$ cat src/rtl/serial_seq_pkg.sv
// serial_seq_pkg: shared state encoding, defaults and helpers for the serial frame link
package serial_seq_pkg;

    typedef enum logic [2:0] {
        TX_IDLE  = 3'b001,
        TX_SHIFT = 3'b010,
        TX_GAP   = 3'b100
    } tx_state_e;

    localparam int DEFAULT_FRAME_BITS = 3;

    function automatic logic all_ones(input logic [31:0] word, input int bits);
        logic r;
        r = 1'b1;
        for (int i = 0; i < bits; i++) r = r & word[i];
        return r;
    endfunction

endpackage

$ cat src/rtl/serial_frame_transmitter_if.sv
// serial_frame_transmitter_if: parallel word valid/ready handshake into the transmitter
interface serial_frame_transmitter_if
    import serial_seq_pkg::*;
#(
    parameter int FRAME_BITS = DEFAULT_FRAME_BITS
);
    logic [FRAME_BITS-1:0] Word_In;
    logic                  Word_Valid;
    logic                  Word_Ready;

    modport master (output Word_In, output Word_Valid, input Word_Ready);
    modport slave  (input Word_In, input Word_Valid, output Word_Ready);
endinterface

$ cat src/rtl/serial_hold_buffer.sv
// serial_hold_buffer: one-entry word register between the handshake and the shifter
module serial_hold_buffer #(
    parameter int W = 3
) (
    input  logic         Clock,
    input  logic         Reset,
    input  logic [W-1:0] word_in,
    input  logic         word_valid,
    output logic         word_ready,
    input  logic         load,
    output logic         hold_full,
    output logic [W-1:0] hold_word
);
    logic         full_q, full_d;
    logic [W-1:0] word_q, word_d;
    logic         accept;

    assign accept     = word_valid && !full_q;
    assign word_ready = !full_q;
    assign hold_full  = full_q;
    assign hold_word  = word_q;

    // load only fires while full, so it can never coincide with an accept
    always_comb begin
        full_d = load ? 1'b0 : accept ? 1'b1 : full_q;
        word_d = accept ? word_in : word_q;
    end

    always_ff @(posedge Clock) begin
        if (Reset) begin
            full_q <= 1'b0;
            word_q <= '0;
        end else begin
            full_q <= full_d;
            word_q <= word_d;
        end
    end
endmodule

$ cat src/rtl/serial_frame_transmitter.sv
// serial_frame_transmitter: shifts handshaked words out MSB-first as framed serial bits
module serial_frame_transmitter
    import serial_seq_pkg::*;
#(
    parameter int   FRAME_BITS = DEFAULT_FRAME_BITS,
    parameter int   GAP_CYCLES = 0,
    parameter logic IDLE_LEVEL = 1'b0
) (
    input  logic Clock,
    input  logic Reset,
    serial_frame_transmitter_if.slave word_if,
    output logic Data_Out,
    output logic Bit_Valid,
    output logic Frame_Start,
    output logic Frame_End,
    output logic All_Ones_Sent,
    output logic Busy
);
    localparam int BW = $clog2(FRAME_BITS);
    localparam int GW = GAP_CYCLES > 1 ? $clog2(GAP_CYCLES) : 1;
    localparam logic [BW-1:0] LAST_IDX = BW'(FRAME_BITS - 1);
    localparam logic [GW-1:0] LAST_GAP = GW'(GAP_CYCLES > 0 ? GAP_CYCLES - 1 : 0);

    tx_state_e             state_q, state_d;
    logic [FRAME_BITS-1:0] shift_q, shift_d, hold_word;
    logic [BW-1:0]         bit_idx_q, bit_idx_d;
    logic [GW-1:0]         gap_q, gap_d;
    logic                  ones_q, ones_d;
    logic                  data_q, data_d;
    logic                  valid_q, valid_d;
    logic                  start_q, start_d;
    logic                  end_q, end_d;
    logic                  aos_q, aos_d;
    logic                  hold_full, load, last_bit;

    serial_hold_buffer #(.W(FRAME_BITS)) u_hold (
        .Clock      (Clock),
        .Reset      (Reset),
        .word_in    (word_if.Word_In),
        .word_valid (word_if.Word_Valid),
        .word_ready (word_if.Word_Ready),
        .load       (load),
        .hold_full  (hold_full),
        .hold_word  (hold_word)
    );

    assign last_bit = state_q == TX_SHIFT && bit_idx_q == LAST_IDX;
    // a held word loads from IDLE, straight after a last bit when contiguous, or on the final gap cycle
    assign load = hold_full && (state_q == TX_IDLE || (last_bit && GAP_CYCLES == 0) ||
                                (state_q == TX_GAP && gap_q == LAST_GAP));

    always_comb begin
        state_d   = state_q;
        shift_d   = shift_q;
        bit_idx_d = bit_idx_q;
        gap_d     = gap_q;
        ones_d    = ones_q;
        data_d    = IDLE_LEVEL;
        valid_d   = 1'b0;
        start_d   = 1'b0;
        end_d     = 1'b0;
        if (load) begin
            state_d   = TX_SHIFT;
            shift_d   = hold_word;
            bit_idx_d = '0;
            ones_d    = all_ones(32'(hold_word), FRAME_BITS);
            data_d    = hold_word[FRAME_BITS-1];
            valid_d   = 1'b1;
            start_d   = 1'b1;
        end else if (state_q == TX_SHIFT && !last_bit) begin
            shift_d   = shift_q << 1;
            bit_idx_d = bit_idx_q + 1'b1;
            data_d    = shift_q[FRAME_BITS-2];
            valid_d   = 1'b1;
            end_d     = bit_idx_q == LAST_IDX - 1'b1;
        end else if (last_bit) begin
            state_d = GAP_CYCLES > 0 ? TX_GAP : TX_IDLE;
            gap_d   = '0;
        end else if (state_q == TX_GAP) begin
            gap_d   = gap_q + 1'b1;
            state_d = gap_q == LAST_GAP ? TX_IDLE : TX_GAP;
        end
        aos_d = end_d && ones_d;
    end

    always_ff @(posedge Clock) begin
        if (Reset) begin
            state_q   <= TX_IDLE;
            shift_q   <= '0;
            bit_idx_q <= '0;
            gap_q     <= '0;
            ones_q    <= 1'b0;
            data_q    <= IDLE_LEVEL;
            valid_q   <= 1'b0;
            start_q   <= 1'b0;
            end_q     <= 1'b0;
            aos_q     <= 1'b0;
        end else begin
            state_q   <= state_d;
            shift_q   <= shift_d;
            bit_idx_q <= bit_idx_d;
            gap_q     <= gap_d;
            ones_q    <= ones_d;
            data_q    <= data_d;
            valid_q   <= valid_d;
            start_q   <= start_d;
            end_q     <= end_d;
            aos_q     <= aos_d;
        end
    end

    assign Data_Out      = data_q;
    assign Bit_Valid     = valid_q;
    assign Frame_Start   = start_q;
    assign Frame_End     = end_q;
    assign All_Ones_Sent = aos_q;
    assign Busy          = state_q != TX_IDLE || hold_full;
endmodule

$ cat src/flat_wrapper.sv
// flat-port wrapper written by rule: the top's interface ports become plain ports
module serial_frame_transmitter_flat import serial_seq_pkg::*;
#(
    parameter int   FRAME_BITS = DEFAULT_FRAME_BITS,
    parameter int   GAP_CYCLES = 0,
    parameter logic IDLE_LEVEL = 1'b0
)
  (Clock, Reset, Data_Out, Bit_Valid, Frame_Start, Frame_End, All_Ones_Sent, Busy, word_if_Word_In, word_if_Word_Valid, word_if_Word_Ready);
  serial_frame_transmitter_if #(.FRAME_BITS(FRAME_BITS)) word_if_i ();
  input  logic Clock;
  input  logic Reset;
  output logic Data_Out;
  output logic Bit_Valid;
  output logic Frame_Start;
  output logic Frame_End;
  output logic All_Ones_Sent;
  output logic Busy;
  input wire logic [$bits(word_if_i.Word_In)-1:0] word_if_Word_In;
  input wire logic [$bits(word_if_i.Word_Valid)-1:0] word_if_Word_Valid;
  output wire logic [$bits(word_if_i.Word_Ready)-1:0] word_if_Word_Ready;
  assign word_if_i.Word_In = word_if_Word_In;
  assign word_if_i.Word_Valid = word_if_Word_Valid;
  assign word_if_Word_Ready = word_if_i.Word_Ready;
  serial_frame_transmitter #(.FRAME_BITS(FRAME_BITS), .GAP_CYCLES(GAP_CYCLES), .IDLE_LEVEL(IDLE_LEVEL)) u_core (.Clock(Clock), .Reset(Reset), .word_if(word_if_i), .Data_Out(Data_Out), .Bit_Valid(Bit_Valid), .Frame_Start(Frame_Start), .Frame_End(Frame_End), .All_Ones_Sent(All_Ones_Sent), .Busy(Busy));
endmodule
$ cat config.mk
export PLATFORM = sky130hd
export DESIGN_NAME = serial_frame_transmitter_flat
export DESIGN_NICKNAME = d
export VERILOG_FILES = /design/src/rtl/serial_seq_pkg.sv /design/src/rtl/serial_frame_transmitter_if.sv /design/src/rtl/serial_hold_buffer.sv /design/src/rtl/serial_frame_transmitter.sv /design/src/flat_wrapper.sv
export SDC_FILE = /design/constraint.sdc
export NUM_CORES = 1
export LEC_CHECK = 0
export CELL_PAD_IN_SITES_DETAIL_PLACEMENT = 0
export CELL_PAD_IN_SITES_GLOBAL_PLACEMENT = 1
export CORE_UTILIZATION = 37
export CTS_BUF_LIST = sky130_fd_sc_hd__clkbuf_4
export DETAILED_ROUTE_END_ITERATION = 8
export PLACE_DENSITY = 0.79
export SETUP_SLACK_MARGIN = 0.3
export SYNTH_ARGS = -nofsm -noshare
export SYNTH_HDL_FRONTEND = slang
export SYNTH_SLANG_ARGS = --single-unit
export TNS_END_PERCENT = 50
$ cat constraint.sdc
create_clock -name Clock -period 1.4 [get_ports Clock]
set_input_delay 0.21 -clock Clock [delete_from_list [all_inputs] [get_ports Clock]]
set_output_delay 0.21 -clock Clock [all_outputs]
set_load 0.02 [all_outputs]
After elaboration in Yosys (flattened, before gate mapping)
Cells that the tools add are included. Widths: inputs -> output; s select.

Register bits: 18. Input bits: 6. Output and inout bits: 7.

Add/subtract/negate cells: 2. Eq/ne operators: 7. Mux-type cells: 17. Bitwise logic cells: 5. Reductions and logical operators: 18.

Operators by type and width (count): $mux 1 (10); $mux 3 (3); $mux 2 (4); $logic_and 1x1->1 (6); $reduce_and 2->1 (2); $reduce_bool 2->1 (2); $eq 3x1->1 const B (1); $eq 3x2->1 const B (1); $eq 3x3->1 const B (1); $logic_or 1x1->1 (3); $ne 3x1->1 const B (1); $not 1->1 (3); $reduce_and 3->1 (1); $reduce_bool 3->1 (1); $add 2x1->2 const B (1); $and 1x1->1 (2); $eq 2x1->1 const B (1); $eq 2x2->1 const B (1); $logic_not 1->1 (2); $ne 2x2->1 const B (1); $reduce_or 2->1 (1); $add 1x1->1 const B (1).

Logic depth before layout (Yosys ltp)
Word-level depth: 7. Depth in mapped cells: 6.

By module
A second synthesis with hierarchy kept.

Cell total of the unflattened synthesis: 98. Area total of the unflattened synthesis: 867.1 um2.

By module, submodules not included: serial_frame_transmitter (instances 1, cells each 81, area an instance 698.2 um2); serial_hold_buffer (instances 1, cells each 17, area an instance 168.9 um2).

Worst setup path after synthesis
No wires, ideal clock.

Kind: flip-flop to flip-flop. Start point: register u_core.bit_idx_q[0]. End point: register u_core.aos_q, in the netlist u_core.All_Ones_Sent. Setup time: 0.120 ns. Data arrival time: 1.447 ns. Required time: 1.280 ns. Path slack: -0.166 ns. Cell stages (with the launch flop): 7. Period minus slack after synthesis: 1.566 ns. Cell sequence: dfxtp_1 inv_1 ha_1 and3b_1 o311a_1 mux2i_1 nor2b_1.

Longest elaborated chain between the ends: 7.

Ends and longest elaborated chain: start, declared (line serial_frame_transmitter.sv:26) `logic [BW-1:0] bit_idx_q, bit_idx_d;`; start signal, assigned (line serial_frame_transmitter.sv:101) `bit_idx_q <= bit_idx_d;`; $eq 2x2->1 (line serial_frame_transmitter.sv:47) `assign last_bit = state_q == TX_SHIFT && bit_idx_q == LAST_IDX;`; $logic_and 1x1->1 (line serial_frame_transmitter.sv:47); $logic_not 1->1 / $logic_or 1x1->1 (equally long branches) (line serial_frame_transmitter.sv:70, serial_frame_transmitter.sv:49); $logic_and 1x1->1 / $logic_or 1x1->1 (equally long branches) (line serial_frame_transmitter.sv:70, serial_frame_transmitter.sv:49); $mux 1 / $logic_and 1x1->1 (equally long branches) (line serial_frame_transmitter.sv:70, serial_frame_transmitter.sv:49); $mux 1 (line serial_frame_transmitter.sv:62) `if (load) begin`; $logic_and 1x1->1 * (line serial_frame_transmitter.sv:83) `aos_d = end_d && ones_d;`; end signal, assigned (line serial_frame_transmitter.sv:108) `aos_q <= aos_d;`; end, declared (line serial_frame_transmitter.sv:33) `logic aos_q, aos_d;`.

Mark *: on every way between the ends. The rest lies on a longest branch, timed or not. A chain may end at the register's enable or synchronous reset.

Final worst setup path
Start point: register u_core.bit_idx_q[1]. End point: register u_core.gap_q.

Longest elaborated chain between the ends: 7.

Ends and longest elaborated chain: $eq 2x2->1 * (line serial_frame_transmitter.sv:47); $logic_and 1x1->1 * (line serial_frame_transmitter.sv:47); $logic_or 1x1->1 (2 in a row) (line serial_frame_transmitter.sv:49) `assign load = hold_full && (state_q == TX_IDLE || (last_bit && GAP_CYCLES == 0) ||`; $logic_and 1x1->1 (line serial_frame_transmitter.sv:49); $not 1->1 (no source line); $reduce_and 3->1 (no source line); end signal, assigned (line serial_frame_transmitter.sv:102) `gap_q <= gap_d;`; end, declared (line serial_frame_transmitter.sv:27) `logic [GW-1:0] gap_q, gap_d;`.

Marked as above.

==> results.sh <==
export IMPL_antenna_found_initial=0
export IMPL_drt_iter0_drc=7
export IMPL_clk_latency_ns=0.29
export IMPL_ys_top_cells_by_count="dfxtp_1, nor2_1, a21oi_1, nand2_1"
export IMPL_rsz0062_at_grt="true"
export IMPL_numClockSinks=18
export IMPL_grt_pass1_wl_mm=3.12
export IMPL_cp_endpoint="u_core.gap_q$_SDFFE_PP0P_"
export IMPL_tightest_slew_ns=0.387
export IMPL_synth_largest_area_cell="dfxtp_1"
export IMPL_power_density_mw_per_mm2=876
export IMPL_yosys_area_top_type_share_pct=43.8
export IMPL_fmax_mhz=661
export IMPL_hp_class="register to register"
export IMPL_final_cells=149
export IMPL_routedWlPerCell_um=12.2
export IMPL_synth_edf_count=0
export IMPL_endpoint_kind="register"
export IMPL_path_cells="ha_4 > buf_4 > nand2b_4 > or4b_1 > a32oi_1 > nor2_1"
export IMPL_ys_warn_count=0
export IMPL_critPathKind="register to register"
export IMPL_die_area_mm2=0.00242
export IMPL_slowest_delay_ns=0.46
export IMPL_grt_pass1_vias=735
export IMPL_path_clk_slew_ns=0.10
export IMPL_cp_startpoint="u_core.bit_idx_q[1]$_SDFFE_PP0N_"
export IMPL_coreArea_mm2=0.00202
export IMPL_area_delta_synth_final_pct=54.1
export IMPL_failed_checks="setup timing"
export IMPL_globalplace_congestion=0.774
export IMPL_die_y_um=49.2
export IMPL_ioPinCount=13
export IMPL_track_usage_pct=17.0
export IMPL_min_period_ns=1.51
export IMPL_overflow=0
export IMPL_synth_nets=92
export IMPL_root_buffer="clkbuf_4"
export IMPL_placed_area_mm2=0.00111
export IMPL_dr_pass1_iters=3
export IMPL_cts_buffer_depth=2
export IMPL_critPathLaunchType="register"
export IMPL_cp_data_arrival_time_ns=1.70
export IMPL_reg2regPathDepth=6
export IMPL_syn_area_um2=823
export IMPL_rr_startpoint="u_core.bit_idx_q[1]$_SDFFE_PP0N_"
export IMPL_max_cap_violations=0
export IMPL_synth_most_common_cell="dfxtp_1"
export IMPL_finalPower_mw=1.11
export IMPL_cpMaxStageDelayCell="or4b_1"
export IMPL_synthFlopType="dfxtp_1"
export IMPL_dp_cells=137
export IMPL_required_ns=1.59
export IMPL_drc=0
export IMPL_die_w_um=49.2
export IMPL_setup_tns_ns=-0.640
export IMPL_vias=722
export IMPL_diodes=0
export IMPL_cts_tree="done"
export IMPL_io_buffer_count=12
export IMPL_numCtsBuffers=3
export IMPL_reg2reg_slack_ns=-0.11
export IMPL_crit_fanout=3
export IMPL_ys_seq_area_share_pct=43.8
export IMPL_h_tree_depth=1
export IMPL_finalWorstSetupSlack_ns=-0.112
export IMPL_drv_slew=0
export IMPL_hold_buffers=0
export IMPL_outcome="finished, violations left"
export IMPL_layout_drive_gt1_share_pct=54.1
export IMPL_grt_max_degree=11
export IMPL_timing_rr_end="u_core.gap_q$_SDFFE_PP0P_"
export IMPL_syn_inst=84
export IMPL_finalClockSkew_ns=0.00209
export IMPL_yosys_cell_types_count=31
export IMPL_ir_drop_v=0.000605
export IMPL_fin_crit_sh_pct=108
export IMPL_via_per_inst=4.85
export IMPL_rows=16
export IMPL_initial_core_util_pct=40.7
export IMPL_fin_area_mm2=0.00127
export IMPL_async_flop_share_pct=0
export IMPL_hold_violations=0
export IMPL_setup_viol=12
export IMPL_p_leak_nw=0.503
export IMPL_ant_nets=0
export IMPL_fin_nets=131
export IMPL_wl_mm=1.82
export IMPL_ys_seq_elements=18
export IMPL_place_ws_ns=-0.221
export IMPL_synth_avg_cell_area_um2=9.80
export IMPL_synth_area_top_cells="dfxtp_1, nor2_1, mux2i_1, nand2b_4, o311ai_4"
export IMPL_slew_headroom_pct=74.1
export IMPL_dp_hpwl_mm=1.26
## per-layer routing
layer  vias up  routed length (um)  global-route usage, %
met5         -                   0                      0
met4         0                  17                   5.88
met3         2                  31                   1.87
met2         9                 929                   31.5
met1       339                 842                   19.7
li1        372                   -                      -
## cell usage in the layout (no fill, tap or decap), types with 3 or more instances in the layout
cell	instances
buf_4	24
buf_6	4
buf_2	5
dfxtp_1	14
nand2_1	5
nor2_1	12
o21ai_0	3
clkbuf_4	3
clkdlybuf4s50_1	5
nand3_1	4
dfxtp_2	4
a21oi_2	3
## power breakdown
group	total, mW	switching [mW]	internal (mW)
registers	0.550	0.0137	0.537
logic	0.303	0.143	0.161
clock network	0.257	0.154	0.104
## how the worst min path moves through the flow
stage                                       startpoint                             end  slack [ns]  cells after the start
4_1_cts        u_core.u_hold.hold_word[0]$_SDFFE_PP0P_  u_core.shift_q[0]$_SDFFE_PP0P_        0.49                      2
6_report       u_core.u_hold.hold_word[0]$_SDFFE_PP0P_  u_core.shift_q[0]$_SDFFE_PP0P_        0.48                      2
5_1_grt        u_core.u_hold.hold_word[0]$_SDFFE_PP0P_  u_core.shift_q[0]$_SDFFE_PP0P_        0.52                      2
3_5_place_dp            u_core.shift_q[1]$_SDFFE_PP0P_  u_core.shift_q[1]$_SDFFE_PP0P_        0.46                      2
2_1_floorplan                                    Reset  u_core.shift_q[0]$_SDFFE_PP0P_        0.28                      1
3_3_place_gp            u_core.shift_q[1]$_SDFFE_PP0P_  u_core.shift_q[1]$_SDFFE_PP0P_        0.45                      2
## per-stage QoR
| stage | utilization (%) | hold slack, ns |
|---|---|---|
| 6_report | 62.7 | 0.480 |
| 2_1_floorplan | - | 0.279 |
| 3_3_place_gp | 54.8 | 0.455 |
| 4_1_cts | 60.4 | 0.486 |
| 5_1_grt | 62.7 | 0.521 |
| 3_5_place_dp | 54.8 | 0.462 |
## area by class of cell
class	instances	area (um2)
clock buffers	3	22.5
fillers	180	753
flip-flops and latches	18	365
clock inverters	1	3.75
inverters	4	17.5
multi-input cells	57	510
repair buffers	39	315
well taps	27	33.8
## cells by family after synthesis
logic type	Yosys count	synth area share [%]
buf+inv	9	5.62
mux	4	4.86
fa+ha+maj	2	3.04
compound gates	16	15.7
flops	18	43.8
simple gates	35	27.1
## what timing repair did
action | in CTS | in global routing
pin swaps | 14 | 11
resized for setup | 38 | 18
endpoints found under the setup margin | 23 | 25
setup buffers | 5 | 3
## sequential cells by signal, summed over array words and instances (netlist names)
| register | count |
|---|---|
| u_core.u_hold.hold_full | 1 |
| u_core.bit_idx_q | 2 |
| u_core.Frame_Start | 1 |
| u_core.state_q | 3 |
| u_core.Frame_End | 1 |
| u_core.All_Ones_Sent | 1 |
| u_core.shift_q | 2 |
| u_core.ones_q | 1 |
| u_core.Bit_Valid | 1 |
| u_core.Data_Out | 1 |
| u_core.u_hold.hold_word | 3 |
| u_core.gap_q | 1 |
## worst max-delay path, delay by kind of cell (launching register included)
family,cells,cell delay [ns]
AO/OA/AOI/OAI,1,0.19
adder cells (fa/ha/maj),1,0.16
buffers and inverters,1,0.11
flip-flops,1,0.40
AND/OR/NAND/NOR,3,0.56
Power figures use the tool's default switching activity.
